$ cat config.mk
export PLATFORM = sky130hd
export DESIGN_NAME = reg_port_arbiter
export DESIGN_NICKNAME = d
export VERILOG_FILES = /design/src/rtl/reg_port_arbiter.sv
export SDC_FILE = /design/constraint.sdc
export NUM_CORES = 1
export LEC_CHECK = 0
export CAP_MARGIN = 30
export CORE_MARGIN = 2
export CORE_UTILIZATION = 40
export DETAILED_ROUTE_END_ITERATION = 12
export PLACE_DENSITY = 0.75
export SETUP_SLACK_MARGIN = 0.5
export SLEW_MARGIN = 20
export SYNTH_ARGS = -nofsm -noshare
export SYNTH_HDL_FRONTEND = slang
export SYNTH_SLANG_ARGS = --single-unit
$ cat constraint.sdc
create_clock -name clk -period 1.5 [get_ports clk]
set_input_delay 0.3 -clock clk [delete_from_list [all_inputs] [get_ports clk]]
set_output_delay 0.3 -clock clk [all_outputs]
set_load 0.05 [all_outputs]
$ cat src/rtl/reg_port_arbiter.sv
// Shared W-bit register with two write ports and one read port behind a req/ack arbiter.
// Reads win unless writes have waited STARVE read grants; tied writers alternate.
module reg_port_arbiter #(
    parameter int W      = 8,
    parameter int STARVE = 3
) (
    input  logic         clk,
    input  logic         rst,
    input  logic         wr_req1,
    input  logic [W-1:0] wr_data1,
    output logic         wr_ack1,
    input  logic         wr_req2,
    input  logic [W-1:0] wr_data2,
    output logic         wr_ack2,
    input  logic         rd_req,
    output logic [W-1:0] rd_data,
    output logic         rd_ack,
    output logic [W-1:0] q,
    output logic         busy
);

    typedef enum logic [1:0] {IDLE, WR1, WR2, RD} state_t;

    localparam logic [3:0] STARVE_MAX = 4'(STARVE);

    state_t         state_reg;
    logic [W-1:0]   store_reg;
    logic [W-1:0]   rd_data_reg;
    logic           last_wr_reg;    // 0: writer 1 served last, 1: writer 2 served last
    logic [3:0]     starve_reg;
    logic           wr_ack1_reg;
    logic           wr_ack2_reg;
    logic           rd_ack_reg;
    logic           busy_reg;

    logic           wr_pend;
    logic           rd_win;
    logic           pick2;

    assign wr_pend = wr_req1 | wr_req2;
    assign rd_win  = rd_req && (!wr_pend || (starve_reg < STARVE_MAX));
    // On a tie writer 2 goes only if writer 1 was the last one served.
    assign pick2   = wr_req2 && (!wr_req1 || !last_wr_reg);

    always_ff @(posedge clk or negedge rst) begin
        if (!rst) begin
            state_reg   <= IDLE;
            store_reg   <= '0;
            rd_data_reg <= '0;
            last_wr_reg <= 1'b1;
            starve_reg  <= 4'd0;
            wr_ack1_reg <= 1'b0;
            wr_ack2_reg <= 1'b0;
            rd_ack_reg  <= 1'b0;
            busy_reg    <= 1'b0;
        end else begin
            wr_ack1_reg <= 1'b0;
            wr_ack2_reg <= 1'b0;
            rd_ack_reg  <= 1'b0;
            busy_reg    <= 1'b0;
            case (state_reg)
                IDLE: begin
                    if (rd_win) begin
                        state_reg   <= RD;
                        rd_data_reg <= store_reg;
                        rd_ack_reg  <= 1'b1;
                        busy_reg    <= 1'b1;
                        if (!wr_pend)
                            starve_reg <= 4'd0;
                        else if (starve_reg < STARVE_MAX)
                            starve_reg <= starve_reg + 4'd1;
                    end else if (wr_pend) begin
                        busy_reg    <= 1'b1;
                        starve_reg  <= 4'd0;
                        last_wr_reg <= pick2;
                        if (pick2) begin
                            state_reg   <= WR2;
                            store_reg   <= wr_data2;
                            wr_ack2_reg <= 1'b1;
                        end else begin
                            state_reg   <= WR1;
                            store_reg   <= wr_data1;
                            wr_ack1_reg <= 1'b1;
                        end
                    end
                end
                default: state_reg <= IDLE;
            endcase
        end
    end

    assign wr_ack1 = wr_ack1_reg;
    assign wr_ack2 = wr_ack2_reg;
    assign rd_ack  = rd_ack_reg;
    assign rd_data = rd_data_reg;
    assign q       = store_reg;
    assign busy    = busy_reg;

endmodule

==> results.tsv <==
stage	metric	value	unit
grt	globalRouteTotalUtil	19.0	%
cts	clock-sinks	27	
logic_synthesis	synth_xor_area_share	0	%
logic_synthesis	yosys.area.top_type	dfrtp_1	
timing	fin_ws	-89.4	ps
layout	drive_above_1_share	62.9	%
timing	layout_min_cycle_time	1590	ps
layout	finalNonFillerCells	182	
grt	grt_pass1_vias	1034	
power	ir_drop	1.62	mV
run_status	failed_checks	DRC, setup timing	
logic_synthesis	yosys_register_bits	27	
logic_synthesis	synthCells	81	
timing	finalCritPeriodShare	106	%
timing	slew_headroom	78.4	%
logic_synthesis	synthSimpleGateAreaFrac	10.4	%
power	p_int	2.95	mW
logic_synthesis	yosysWarningCount	0	
cts	htreeDepth	1	
critical_path	critical-path-top-delay-family	flip-flops	
power	powerDensity	2280	mW/mm2
critical_path	cp.arrival	1820	ps
logic_synthesis	synthesis.area	0.00119	mm2
routing	firstDrtPassIters	8	
power	combPwrFrac	65.6	%
critical_path	setup.worst_path.start_class	register	
critical_path	path_max_fanout	8	
floorplanning	initial_utilization	42.6	%
routing	via_per_inst	5.08	
timing	setup_viol	13	
cts	cts_tree	yes	
flow_run	cap_violations	0	
power	cellLeakagePower	0.976	nW
timing	maxSlewViolCount	0	
cts	cts_buffers	3	
layout	layout.nets	174	
power	power_switching	2.09	mW
critical_path	end_kind	register	
logic_synthesis	synth-seq-area-share	56.6	%
routing	routedWlPerCell	16.0	um
logic_synthesis	synth_top_area_share	54.5	%
cts	clockRootBuffer	clkbuf_4	
routing	vias	924	
cts	clkLatencyLatePin	330	ps
critical_path	cpPeakStageDelay	440	ps
timing	finalHoldViolCount	0	
floorplanning	core_area	0.00281	mm2
floorplanning	die_y	58.7	um
layout	area_growth	85.2	%
grt	grt_pass1_wl	4830	um
placed_design	dpl.cell_count	164	
floorplanning	die_width	58.7	um
logic_synthesis	synthAdderAreaFrac	1.05	%
grt	overflow	0	
logic_synthesis	synth_top_family_by_area	multiplexers	
run_status	status	finished, violations left	
logic_synthesis	synth_area_leaders	dfrtp_1 (54%), mux2_2 (23%), o32ai_4 (2.3%), dfstp_2 (2.2%), and2_1 (2.1%)	
floorplanning	row_count	19	
power	pwr-share-clk	6.6	%
grt	grt_max_degree	28	
logic_synthesis	ys_types	24	
logic_synthesis	synth_compound_area_share	7.12	%
timing	tightest_slew	323	ps
power	sw_frac_of_total	41.4	%
cts	clkTransAtPathRegs	160	ps
placed_design	numPortBuffers	40	
routing	wirelength	2920	um
timing	skew	7.37	ps
routing	drcViolationCount	2	
timing	rsz0062_at_grt	true	
critical_path	slowest_stage	dfrtp_1	
power	seqPwrFrac	27.8	%
cts	clock_path_buffers	2	
critical_path	critPathKind	reg2reg	
critical_path	required	1730	ps
placed_design	place_congestion	0.830	
grt	grt_antenna_before_repair	0	
timing	max_freq	629	MHz
power	p_total	5.04	mW
worst_hold_path	hold_class	in2async	
critical_path	critPathLaunch	starve_reg[1]	
critical_path	reg2reg_from	starve_reg[1]	
floorplanning	dieArea	0.00344	mm2
routing	drt_iter0_drc	22	
layout	n_fill_cell	192	
layout	antenna_cells	0	
critical_path	path_cells	ha_4 > nor4b_4 > nor3_4 > buf_12 > mux2_4	
placed_design	dp_hpwl	1990	um
logic_synthesis	syn-num-nets	103	
critical_path	worst-path-buf-inv	1	
floorplanning	num_io_pins	41	
logic_synthesis	synth.area.mux_share	22.6	%
routing	ant_nets	0	
logic_synthesis	avgSynthCellArea	14.8	um2
power groups by stage:
stage | combinational, mW | sequential (mW) | clock [mW]
after global routing | 3.46 | 1.44 | 0.361
after floorplan | 0.652 | 2.14 | 0
after CTS | 3.18 | 1.41 | 0.335
after detailed placement | 2.96 | 1.42 | 0
final | 3.31 | 1.40 | 0.332
after global placement | 2.92 | 1.39 | 0
area by class of cell:
class | instances | area [um2] | share of cell area [%]
Clock buffer | 3 | 22.5 | 1.02
Sequential cell | 27 | 678 | 30.6
Clock inverter | 1 | 7.51 | 0.339
Timing Repair Buffer | 67 | 871 | 39.3
Inverter | 2 | 7.51 | 0.339
Multi-Input combinational cell | 51 | 588 | 26.6
Tap cell | 31 | 38.8 | 1.75
metal layers:
metal | global-route usage [%] | vias to the layer above | routed length (um)
met3 | 5.93 | 4 | 210
li1 | - | 431 | -
met5 | 0 | - | 0
met2 | 31.6 | 31 | 1460
met1 | 23.1 | 458 | 1220
met4 | 7.47 | 0 | 35
kinds of logic after synthesis:
logic type	count (synthesis)
flops	27
mux	24
simple gates	17
compound gates	8
buf+inv	4
fa+ha+maj	1
cells in the final DEF, fill, tap and decap left out, types with 2 or more instances in the layout:
master	Yosys	routed
clkdlybuf4s50_1	0	19
and2_4	0	3
dfrtp_1	26	25
nor2_1	4	3
nand3_4	0	2
mux2_4	0	2
mux2_2	24	22
buf_12	0	24
buf_4	0	19
clkbuf_4	0	3
buf_6	0	3
what timing repair did:
action	4_1_cts	5_1_grt
resized for setup	17	4
setup endpoints to repair	47	47
setup buffers	7	6
endpoints found under the hold margin	0	0
pin swaps	7	4
cloned	1	0
hold buffers	0	0
Yosys cell counts:
cell      number
nor3_1         1
o32a_1         1
nor4b_4        1
inv_1          2
and2_1         4
nand2_1        2
nor3b_1        1
buf_2          1
mux2_2        24
dfstp_2        1
a22o_1         1
or2_0          1
and3_2         1
o32ai_4        1
nor2_1         4
nand3_2        1
o31ai_1        1
nor3_4         1
clkbuf_8       1
a32o_1         1
dfrtp_1       26
a21oi_1        2
ha_1           1
a21boi_2       1
worst paths after layout:
| check | end | slack [ps] | depth (start not counted) |
|---|---|---|---|
| min in group clk | last_wr_reg | 490 | 3 |
| worst min-delay path | starve_reg[1] | 300 | 2 |
| max in group asynchronous | last_wr_reg | 960 | 2 |
| worst max register to register | q[0] | -90 | 5 |
| worst max-delay path | q[0] | -90 | 5 |
| worst min register to register | last_wr_reg | 560 | 1 |
per-stage QoR:
stage | setup slack (ps) | hold slack [ps] | util [%] | cell area [um2] | setup TNS (ps)
floorplan | 22.2 | 4.41 | - | 1230 | 0
global placement | -335 | 527 | 70.9 | 1990 | -5810
detailed placement | -355 | 539 | 70.9 | 1990 | -5990
CTS | -79.8 | 315 | 76.8 | 2150 | -710
global route | -160 | 287 | 78.9 | 2210 | -1870
finish | -89.4 | 301 | 78.9 | 2210 | -785
Note: power is estimated with default switching activity, not from simulation.
